File: src/rtl/uart_rx_fifo_if.sv
// uart_rx_fifo_if
//   Receive-side FIFO between the UART receive shift engine and the system
//   bus read port. Characters are stored first-word-fall-through together
//   with a parity-error bit computed at write time. Occupancy, full and a
//   sticky overrun flag are tracked.
//
//   Optional feature macro: RX_PERR_CNT_EN adds an 8-bit saturating
//   parity-error counter (perr_cnt).
//
// Ports
//   clk            system clock, rising edge
//   reset          asynchronous active-high reset
//   rx_com         one-cycle strobe, character received
//   data_received  {parity bit, data[DATA_W-1:0]}, sampled with rx_com
//   parity         00/11 none, 01 odd, 10 even
//   rd             one-cycle pop strobe, ignored when empty
//   clr_overrun    clears the sticky overrun flag
//   data_out       head-entry data (FWFT)
//   parity_error   head-entry parity status
//   flag           FIFO not empty
//   full           FIFO holds DEPTH entries
//   count          current occupancy
//   overrun        sticky, a character was dropped while full
//   perr_cnt       saturating parity-error count (RX_PERR_CNT_EN only)
module uart_rx_fifo_if #(
  parameter int DATA_W = 8,
  parameter int DEPTH  = 8,
  localparam int PTR_W = $clog2(DEPTH),
  localparam int CNT_W = $clog2(DEPTH + 1)
) (
  input  logic              clk,
  input  logic              reset,
  input  logic              rx_com,
  input  logic [DATA_W:0]   data_received,
  input  logic [1:0]        parity,
  input  logic              rd,
  input  logic              clr_overrun,
  output logic [DATA_W-1:0] data_out,
  output logic              parity_error,
  output logic              flag,
  output logic              full,
  output logic [CNT_W-1:0]  count,
`ifdef RX_PERR_CNT_EN
  output logic [7:0]        perr_cnt,
`endif
  output logic              overrun
);

  logic [DATA_W:0]  mem_q [DEPTH];
  logic [DATA_W:0]  mem_d [DEPTH];
  logic [PTR_W-1:0] wr_ptr_q, wr_ptr_d;
  logic [PTR_W-1:0] rd_ptr_q, rd_ptr_d;
  logic [CNT_W-1:0] count_q, count_d;
  logic             overrun_q, overrun_d;

  logic wr_en, rd_en, ovr_set, perr_calc, x_par;

  assign flag = (count_q != '0);
  assign full = (count_q == CNT_W'(DEPTH));

  // A full FIFO still accepts a write when a pop happens in the same cycle.
  assign rd_en   = rd & flag;
  assign wr_en   = rx_com & (~full | rd_en);
  assign ovr_set = rx_com & full & ~rd_en;

  assign x_par = ^data_received[DATA_W-1:0];

  always_comb begin
    perr_calc = 1'b0;
    case (parity)
      2'b01:   perr_calc = ~(x_par ^ data_received[DATA_W]);
      2'b10:   perr_calc = x_par ^ data_received[DATA_W];
      default: perr_calc = 1'b0;
    endcase
  end

  always_comb begin
    mem_d    = mem_q;
    wr_ptr_d = wr_ptr_q;
    rd_ptr_d = rd_ptr_q;
    if (wr_en) begin
      mem_d[wr_ptr_q] = {perr_calc, data_received[DATA_W-1:0]};
      wr_ptr_d        = wr_ptr_q + PTR_W'(1);
    end
    if (rd_en) rd_ptr_d = rd_ptr_q + PTR_W'(1);
  end

  always_comb begin
    count_d = count_q;
    case ({wr_en, rd_en})
      2'b10:   count_d = count_q + CNT_W'(1);
      2'b01:   count_d = count_q - CNT_W'(1);
      default: count_d = count_q;
    endcase
  end

  // Set takes priority over clear when both happen in one cycle.
  always_comb begin
    overrun_d = overrun_q;
    if (ovr_set)          overrun_d = 1'b1;
    else if (clr_overrun) overrun_d = 1'b0;
  end

  always_ff @(posedge clk or posedge reset) begin
    if (reset) begin
      for (int i = 0; i < DEPTH; i++) mem_q[i] <= '0;
      wr_ptr_q  <= '0;
      rd_ptr_q  <= '0;
      count_q   <= '0;
      overrun_q <= 1'b0;
    end else begin
      mem_q     <= mem_d;
      wr_ptr_q  <= wr_ptr_d;
      rd_ptr_q  <= rd_ptr_d;
      count_q   <= count_d;
      overrun_q <= overrun_d;
    end
  end

  assign data_out     = mem_q[rd_ptr_q][DATA_W-1:0];
  assign parity_error = mem_q[rd_ptr_q][DATA_W];
  assign count        = count_q;
  assign overrun      = overrun_q;

`ifdef RX_PERR_CNT_EN
  logic [7:0] perr_cnt_q, perr_cnt_d;

  // Only accepted writes count; dropped characters never reach storage.
  always_comb begin
    perr_cnt_d = perr_cnt_q;
    if (wr_en && perr_calc && (perr_cnt_q != 8'hFF)) perr_cnt_d = perr_cnt_q + 8'd1;
  end

  always_ff @(posedge clk or posedge reset) begin
    if (reset) perr_cnt_q <= 8'h00;
    else       perr_cnt_q <= perr_cnt_d;
  end

  assign perr_cnt = perr_cnt_q;
`endif

endmodule

File: config.mk
export PLATFORM = sky130hd
export DESIGN_NAME = uart_rx_fifo_if
export DESIGN_NICKNAME = d
export VERILOG_FILES = /design/src/rtl/uart_rx_fifo_if.sv
export SDC_FILE = /design/constraint.sdc
export NUM_CORES = 1
export LEC_CHECK = 0
export CAP_MARGIN = 0
export CORE_UTILIZATION = 40
export DETAILED_ROUTE_END_ITERATION = 10
export GPL_TIMING_DRIVEN = 0
export HOLD_SLACK_MARGIN = 0.08
export PLACE_DENSITY = 0.68
export REMOVE_ABC_BUFFERS = 1
export SYNTH_ARGS = -nofsm -noshare
export SYNTH_HDL_FRONTEND = slang
export SYNTH_SLANG_ARGS = --single-unit
File: constraint.sdc
create_clock -name clk -period 4.07 [get_ports clk]
set_input_delay 1.0175 -clock clk [delete_from_list [all_inputs] [get_ports clk]]
set_output_delay 1.0175 -clock clk [all_outputs]
set_load 0.01 [all_outputs]
==> out/summary.txt, run 1 <==
Status: completed
Diode count: 0
Final hold viol count: 0
CORE AREA: 9729 um2
Period minus WS final: 3.764 ns
CP Max Fanout: 20
CTS tree: built
Initial antenna violation count: 0
Total wire length: 7.435 mm
Die area: 10370 um2
Initial core utilization: 40.99%
Port bufs: 31
Largest net degree at the start of global routing: 69
Placer's final routability congestion estimate: 0.7268
Top FF cell, synth: dfrtp_1
Cell taking the most area after synthesis: dfrtp_1
Drt pass-1 iters: 4
Fmax: 265.6 MHz
Sequential area share after synthesis: 52.09%
Num CTS Buffers: 9
DR iter-0 viols: 78
Share of layout cells above drive strength 1: 40.60%
Via density: 5.135
Worst Max-Slew Pin Slew: 1.031 ns
Asr flop ratio synth: 100.0%
Clock Pin Slew Worst Setup and Hold Paths: 0.08 ns
YS warnings: 0
Rows: 36
Clk_lat worst skew: 0.35 ns
Top cell type's share of synthesized area: 52.09%
Sink Count: 83
Worst hold path class: register to register
Synth Cell Area: 3988 um2
Global-route wire length before repair: 12.18 mm
Post-Synthesis Cells: 269
Syn avg cell area: 14.82 um2
Type of origin of the critical path: register
Arrival time at the worst endpoint: 2.75 ns
TNS Setup: 0 ns
Die Wd: 101.8 um
Total global routing overflow: 0
Cell variety after synth: 33
Vert. Die Dim: 101.8 um
Post-CTS Hold Buffers: 0
Critical path type: register to primary output
Final hold slack: 0.4869 ns
RSZ-0062 raised after global routing: false
Flops & latches, synth: 83
Lkg Pwr: 1.896 nW
GR Util All Layers: 16.21%
VDD IR max: 0.2417 mV
Io pins: 32
Max_slew headroom: 31.26%
Vias in the first global route: 2288
WP data required: 3.05 ns
Final setup violating endpoints: 0
Via count: 2213
Count of pins over their slew limit: 0
Crit end category: primary output
WL/cell: 17.25 um
Final period util: 92.49%
Area Overhead vs Synth: 14.53%
Clk root buf: clkbuf_8
Number of routed nets with antenna violations: 0
Filler Cell Count: 902
Htree depth: 3
NumNets Final: 315
Fin Clk Skew: 0.004945 ns
CTS Buffer Depth: 2
Post-synth EDFFs: 0
DP HPWL: 4.791 mm
Drt drc: 0
Top area cells in the synthesized netlist: dfrtp_1 (52%), mux2_2 (21%), mux4_2 (10%)
PwrDens: 795.6 nW/um2
Max-Cap Viols: 0
state kept, by name, summed over array words and instances (netlist names):
name and count:
count 4, mem_q 72, rd_ptr_q 3, wr_ptr_q 3
overrun 1
through the flow:
stage	power [mW]	util [%]	instance area [um2]	instances	setup slack [ns]
floorplan	2.607	-	3899	251	0.9157
CTS	3.691	46.93	4566	431	0.05069
global placement	3.102	44.97	4375	415	-0.3540
detailed placement	3.175	45.28	4405	416	0.4195
global route	3.888	46.94	4567	431	0.2111
finish	3.634	46.94	4567	431	0.3056
Yosys cell counts, types with 2 or more instances:
cell type and n:
mux2_2 76, xor2_1 5, mux4_2 18, nand3b_1 3, xnor2_1 9, a21oi_1 2, nand3_2 3, o21ai_1 8
nand4b_2 2, nor2b_1 2, buf_2 8, nand2_1 13, ha_1 5, o21ai_0 2, inv_1 4, dfrtp_1 83
nor2_1 4, clkbuf_1 5, buf_1 3
kinds of logic (layout without fill, tap and decap cells):
kind of cell | Yosys count | after routing | share of synthesized area, %
AO/OA/AOI/OAI | 13 | 13 | 1.663
XOR/XNOR | 16 | 16 | 4.048
adder cells (fa/ha/maj) | 5 | 5 | 1.569
buffers and inverters | 22 | 51 | 2.604
flip-flops | 83 | 83 | 52.09
multiplexers | 95 | 95 | 31.97
AND/OR/NAND/NOR | 35 | 35 | 6.056
path summary, 6_finish.rpt:
| path | from | endpoint | slack [ns] | cells past startpoint |
|---|---|---|---|---|
| min | mem_q[53] | mem_q[53] | 0.49 | 2 |
| min reg2reg | mem_q[53] | mem_q[53] | 0.49 | 2 |
| max reg2reg | count[0] | count[3] | 1.29 | 9 |
| max | rd_ptr_q[1] | data_out[1] | 0.31 | 3 |
| max in group asynchronous | reset | rd_ptr_q[0] | 2.51 | 3 |
| min in group asynchronous | reset | mem_q[6] | 0.95 | 2 |
timing repair:
| action | in CTS | in global routing |
|---|---|---|
| buffers inserted | 0 | 0 |
| resized for setup | 0 | 1 |
| setup endpoints to repair | 0 | 9 |
layer usage:
metal | GRT usage [%] | vias up | part of all wire, %
met4 | 7.253 | 0 | 1.3
met2 | 27.29 | 30 | 51
met3 | 2.599 | 8 | 2.7
met1 | 20.77 | 1150 | 45
li1 | - | 1025 | -
met5 | 0 | - | 0
power breakdown:
group          internal [mW]  switching (mW)
combinational           1.03           0.488
clock                  0.232           0.273
sequential              1.23           0.377
total                   2.50            1.14
critical path: stages, from the launching register on:
cell and delay, ns:
dfrtp_1 1.02, mux4_2 0.62, mux2_2 0.28, clkdlybuf4s50_1 0.47
cell usage in the layout, fill, tap and decap left out, types with 2 or more instances in the layout:
master / n
dfrtp_1: 82
mux2_2: 76
clkdlybuf4s50_1: 31
mux4_2: 18
nand2_1: 13
clkbuf_8: 10
xnor2_1: 9
o21ai_1: 8
xor2_1: 5
ha_1: 5
nor2_1: 4
inv_1: 3
nand3_2: 3
nand3b_1: 3
clkinv_2: 3
nand4b_2: 2
a21oi_1: 2
o21ai_0: 2
nor2b_1: 2
clkbuf_1: 2
final cells by class:
cell class                 count  area, um2  area share (%)
clock inverter                 3      15.01          0.3288
inverter                       4      17.52          0.3836
clock buffer                  12      145.1           3.178
tap                          133      166.4           3.644
sequential                    83       2078           45.51
multi-input combinational    164       1807           39.56
timing repair buffer          32      337.8           7.397
No activity file was read; power rests on OpenSTA's default activity.
==> run 2: changes to the inputs <==
--- a/config.mk
+++ b/config.mk
@@ -6,9 +6,9 @@
 export NUM_CORES = 1
 export LEC_CHECK = 0
 export CAP_MARGIN = 0
+export CORE_ASPECT_RATIO = 0.8
 export CORE_UTILIZATION = 40
 export DETAILED_ROUTE_END_ITERATION = 10
-export GPL_TIMING_DRIVEN = 0
 export HOLD_SLACK_MARGIN = 0.08
 export PLACE_DENSITY = 0.68
 export REMOVE_ABC_BUFFERS = 1
==> constraint.sdc (replaced) <==
create_clock -name clk -period 4.81 [get_ports clk]
set_input_delay 1.2025 -clock clk [delete_from_list [all_inputs] [get_ports clk]]
set_output_delay 1.2025 -clock clk [all_outputs]
set_load 0.01 [all_outputs]
==> run 2 against run 1 <==
  * Routed wire length grew 5.5%
  * Count of clock-buffer cells in the layout is 1 lower
  * Combinational power decreased by 11%
  * Die area is essentially flat
  * Clock power is 31% higher
  * Sequential share of layout area fell by 1.2 points
  * Via count up 1.4%
==> out/summary.txt, run 2 (same netlist as run 1, synthesis figures left out) <==
Most frequent cells in the layout: dfrtp_1 (83), mux2_2 (76), clkdlybuf4s50_1 (31)
Lkg Pwr: 1.954 nW (+3.0%)
Num CTS Buffers: 9 (unchanged)
Post-CTS Hold Buffers: 0 (unchanged)
Final Non-Filler Cells: 435 (+0.93%)
Crit-path cells: buf_4, mux4_2, mux2_2, clkdlybuf4s50_1
Worst stage delay on the critical path: 0.68 ns (-0.34 ns)
Setup Buffers After CTS: 0 (unchanged)
Register-to-Register Path Depth: 9 (unchanged)
Arrival time at the worst endpoint: 2.69 ns (-0.06 ns)
RSZ-0062 raised after global routing: false
Drt drc: 0 (unchanged)
Clk root buf: clkbuf_16
CP top delay family: buffers and inverters
NumNets Final: 317 (+0.63%)
Total wire length: 7.841 mm (+5.5%)
TNS Setup: 0 ns (unchanged)
Via count: 2244 (+1.4%)
Number of flip-flops under the largest register name: 72 (unchanged)
Initial antenna violation count: 0 (unchanged)
Sink Count: 83 (unchanged)
Port bufs: 31 (unchanged)
Final period util: 81.01%
Clk_lat worst skew: 0.34 ns (about the same)
CORE AREA: 9649 um2 (-0.82%)
Commonest non-fill, non-tap cell in the layout: dfrtp_1
CP endpoint: data_out[1]
Clock Pin Slew Worst Setup and Hold Paths: 0.06 ns (-0.02 ns)
Reg2Reg Capture Point: count[3]
Crit end category: primary output
Placed Instances: 421 (+1.2%)
DR iter-0 viols: 64 (-18%)
CP Max Fanout: 12 (-40%)
GR Util All Layers: 17.22% (+1.0 points)
Drt pass-1 iters: 4 (unchanged)
Via density: 5.159 (+0.47%)
PwrDens: 711.6 nW/um2 (-11%)
WL/cell: 18.03 um (+4.5%)
Worst path slowest cell: dfrtp_1
CP Buf/Inv Count: 2 (+1)
Largest net degree at the start of global routing: 62 (-10%)
Crit Reg-Reg Startpoint: count[1]
Htree depth: 3 (unchanged)
Placer's final routability congestion estimate: 0.7271 (about the same)
Worst Max-Slew Pin Slew: 1.059 ns (+0.02818 ns)
Initial core utilization: 41.33% (+0.34 points)
Hold depth: 2 (unchanged)
CTS tree: built
Vias in the first global route: 2342 (+2.4%)
Io pins: 32 (unchanged)
Largest Register: mem_q
VDD IR max: 0.2995 mV (+24%)
CTS Buffer Depth: 2 (unchanged)
Count of pins over their slew limit: 0 (unchanged)
WP data required: 3.61 ns (+0.56 ns)
Global-route wire length before repair: 13.01 mm (+6.9%)
Rows: 32 (-11%)
DP HPWL: 4.987 mm (+4.1%)
Number of routed nets with antenna violations: 0 (unchanged)
Share of layout cells above drive strength 1: 40.80% (+0.20 points)
Area Overhead vs Synth: 17.51%
Die Wd: 113.6 um (+12%)
Crit. Startpoint: rd_ptr_q[0]
Status: completed
Vert. Die Dim: 91.31 um (-10%)
Worst hold path class: register to register
Total stage count of the critical path: 4 (+1)
Diode count: 0 (unchanged)
Post-CTS Resized: 0 (unchanged)
Final hold viol count: 0 (unchanged)
Period minus WS final: 3.897 ns
Final setup violating endpoints: 0 (unchanged)
Die area: 10380 um2 (about the same)
Fin Clk Skew: 0.003966 ns (-0.0009791 ns)
Max-Cap Viols: 0 (unchanged)
Type of origin of the critical path: register
Total global routing overflow: 0 (unchanged)
Max_slew headroom: 29.29% (-2.0 points)
R2R setup slack: 1.99 ns (+0.70 ns)
Fmax: 256.6 MHz
Critical path type: register to primary output
## run 2: layer usage
metal,track usage (%),vias to the layer above,wire length [um]
met3,5.674,9,290
met1,24.03,1172,3747
li1,-,1027,-
met2,25.71,36,3717
met4,4.605,0,86
met5,0,-,0
## run 2: worst min path at each step
stage,startpoint,to,slack [ns]
2_1_floorplan,mem_q[17],mem_q[17],0.45
5_1_grt,mem_q[10],mem_q[10],0.51
6_report,mem_q[53],mem_q[53],0.49
4_1_cts,mem_q[8],mem_q[8],0.49
3_3_place_gp,mem_q[53],mem_q[53],0.46
3_5_place_dp,mem_q[8],mem_q[8],0.48
## run 2: per-stage QoR
step                      instance area (um2)  utilization [%]  power (mW)  hold slack (ns)  worst slack [ns]
final                                    4686            48.56       3.334           0.4897            0.9134
after global routing                     4686            48.56       3.554           0.5102            0.7736
after CTS                                4686            48.56       3.373           0.4900            0.8617
after detailed placement                 4403            45.63       2.700           0.4777             1.080
after global placement                   4403            45.63       2.650           0.4635             1.183
after floorplan                          3899                -       2.206           0.4503             1.471
## run 2: final cells by class
type | instances | area, um2
Clock buffer | 11 | 242.7
Clock inverter | 3 | 40.04
Fill cell | 864 | 4964
Inverter | 4 | 16.27
Multi-Input combinational cell | 164 | 1807
Sequential cell | 83 | 2077
Tap cell | 136 | 170.2
Timing Repair Buffer | 34 | 332.8
## run 2: power breakdown
group          switching [mW]  total, mW  internal, mW
Sequential              0.265       1.31          1.05
Combinational           0.483       1.36         0.876
Clock                   0.254      0.663         0.408
Total                    1.00       3.33          2.33
## run 2: tightest hold or removal path, cell delays in order (launching register included)
cell and delay, ns:
dfrtp_1 0.34, nand2_1 0.05, o21ai_1 0.06
==> run 3: changes to the inputs <==
==> constraint.sdc (replaced) <==
create_clock -name clk -period 3.7 [get_ports clk]
set_input_delay 0.925 -clock clk [delete_from_list [all_inputs] [get_ports clk]]
set_output_delay 0.925 -clock clk [all_outputs]
set_load 0.01 [all_outputs]
==> run 3 against run 2 <==
  * Core utilization up 0.21 points
  * Clock power up 20%
  * Global-route usage down 0.58 points
  * Sequential share of layout area down 0.19 points
  * Power up 29%
  * Sequential cell count unchanged
  * Via count up 1.0%
  * Largest cell class unchanged
  * Highest routed layer unchanged
==> out/summary.txt, run 3 (same netlist as run 1, synthesis figures left out) <==
Worst path slowest cell: dfrtp_1
Hold depth: 2 (unchanged)
Crit Reg-Reg Startpoint: count[0]
Final Non-Filler Cells: 438 (+0.69%)
Post-CTS Resized: 0 (unchanged)
Clk network pwr share: 18.6% (-1.3 points)
Hold-critical path endpoint: mem_q[53]
Sink Count: 83 (unchanged)
Via count: 2267 (+1.0%)
Share of layout cells above drive strength 1: 40.73% (-0.074 points)
Clk root buf: clkbuf_16
CTS Buffer Depth: 2 (unchanged)
CORE AREA: 9649 um2 (unchanged)
Rows: 32 (unchanged)
Final hold viol count: 0 (unchanged)
CTS tree: built
Register-to-Register Path Depth: 10 (+1)
GR Util All Layers: 16.63% (-0.58 points)
Logic pwr share: 41.9% (+1.1 points)
TNS Setup: 0 ns (unchanged)
NumNets Final: 319 (+0.63%)
Max_slew headroom: 52.64% (+23 points)
Initial core utilization: 41.33% (unchanged)
Largest net degree at the start of global routing: 84 (+35%)
Crit end category: primary output
CP Buf/Inv Count: 2 (unchanged)
Global-route wire length before repair: 12.81 mm (-1.5%)
Die Wd: 113.6 um (unchanged)
Max-Cap Viols: 0 (unchanged)
DP HPWL: 4.919 mm (-1.4%)
Num CTS Buffers: 9 (unchanged)
Worst Max-Slew Pin Slew: 0.7082 ns (-0.3511 ns)
Drt drc: 0 (unchanged)
Number of routed nets with antenna violations: 0 (unchanged)
Worst stage delay on the critical path: 0.55 ns (-0.13 ns)
R2R setup slack: 1.22 ns (-0.77 ns)
Total wire length: 7.660 mm (-2.3%)
Most frequent cells in the layout: dfrtp_1 (83), mux2_2 (76), clkdlybuf4s50_1 (31)
Lkg Pwr: 1.956 nW (+0.14%)
Worst hold path class: register to register
Total global routing overflow: 0 (unchanged)
Htree depth: 3 (unchanged)
Count of pins over their slew limit: 0 (unchanged)
Clk_lat worst skew: 0.33 ns (about the same)
PwrDens: 912.5 nW/um2 (+28%)
Vias in the first global route: 2370 (+1.2%)
Via density: 5.176 (+0.33%)
Placed Instances: 423 (+0.48%)
RSZ-0062 raised after global routing: false
Post-CTS Hold Buffers: 0 (unchanged)
Reg2Reg Capture Point: count[2]
VDD IR max: 0.3926 mV (+31%)
Fin Clk Skew: 0.004843 ns (+0.0008770 ns)
Total power: 4.294 mW (+29%)
Io pins: 32 (unchanged)
Clock Pin Slew Worst Setup and Hold Paths: 0.06 ns (about the same)
Crit-path cells: buf_12, mux4_2, mux2_2, clkdlybuf4s50_1
Diode count: 0 (unchanged)
Switching Share: 30.27% (+0.21 points)
CP top delay family: multiplexers
Placer's final routability congestion estimate: 0.7265 (about the same)
Sequential power share: 39.6% (+0.2 points)
Arrival time at the worst endpoint: 2.42 ns (-0.27 ns)
Status: completed
Type of origin of the critical path: register
Port bufs: 31 (unchanged)
Initial antenna violation count: 0 (unchanged)
Final setup violating endpoints: 0 (unchanged)
Die area: 10380 um2 (unchanged)
Number of flip-flops under the largest register name: 72 (unchanged)
Final period util: 90.33%
Period minus WS final: 3.342 ns
Area Overhead vs Synth: 18.01%
Filler Cell Count: 845 (-2.2%)
WL/cell: 17.49 um (-3.0%)
Vert. Die Dim: 91.31 um (unchanged)
Cell Int Power: 2.994 mW (+28%)
Drt pass-1 iters: 4 (unchanged)
DR iter-0 viols: 84 (+31%)
Net switching power: 1.300 mW (+30%)
Setup Buffers After CTS: 0 (unchanged)
HP Start: mem_q[53]
Largest Register: mem_q
CP Max Fanout: 16 (+4)
WP data required: 2.77 ns (-0.84 ns)
Fmax: 299.2 MHz
Commonest non-fill, non-tap cell in the layout: dfrtp_1
Critical path type: register to primary output
[run 3: changes by cell type in the layout (fill, tap and decap cells not counted)]
cell	change
clkinv_2	-1
clkbuf_1	+2
buf_12	+2
bufinv_16	-1
clkinvlp_4	+1
[run 3: power by group through the flow]
stage	Clock (mW)	Sequential [mW]	Combinational, mW
2_1_floorplan	0	1.66	1.21
3_5_place_dp	0	1.71	1.82
5_1_grt	0.847	1.77	1.95
6_report	0.797	1.70	1.80
4_1_cts	0.818	1.70	1.83
3_3_place_gp	0	1.69	1.79
[run 3: final cells by class]
| cell class | count | area [um2] | area share [%] |
|---|---|---|---|
| tap | 136 | 170.2 | 3.616 |
| multi-input combinational | 164 | 1807 | 38.39 |
| sequential | 83 | 2077 | 44.14 |
| inverter | 4 | 16.27 | 0.3457 |
| clock buffer | 13 | 250.2 | 5.318 |
| clock inverter | 2 | 12.51 | 0.2659 |
| timing repair buffer | 36 | 372.9 | 7.923 |
[run 3: how the worst max path moves through the flow]
stage,start,to,slack [ns],depth (start not counted)
floorplan,reset,count[0],0.64,1
global placement,data_received[7],mem_q[44],0.60,6
detailed placement,data_received[7],mem_q[44],0.56,6
CTS,rd_ptr_q[0],data_out[3],0.35,4
global route,rd_ptr_q[0],data_out[4],0.29,4
finish,rd_ptr_q[0],data_out[4],0.36,4
[run 3: metal layers]
metal | track usage (%) | wire, um
met2 | 25.61 | 3701
met1 | 23.29 | 3650
met4 | 4.934 | 70
met3 | 4.005 | 237
met5 | 0 | 0
[run 3: worst reg2reg max path, stage by stage (launching register included)]
cell and delay, ns:
dfrtp_1 0.46, or4_1 0.57, nand2_1 0.15, inv_1 0.10, ha_1 0.26, xor2_1 0.17
ha_1 0.18, a21oi_1 0.14, xor2_1 0.15, nor2_1 0.06, xor2_1 0.14
[run 3: per-stage QoR]
step	util [%]	hold slack, ns	area [um2]	worst slack, ns
final	48.77	0.4808	4706	0.3578
after global routing	48.77	0.5149	4706	0.2852
after CTS	48.77	0.4828	4706	0.3488
after detailed placement	46.05	0.4697	4443	0.5581
after global placement	46.05	0.4663	4443	0.6023
after floorplan	-	0.4503	3899	0.6382
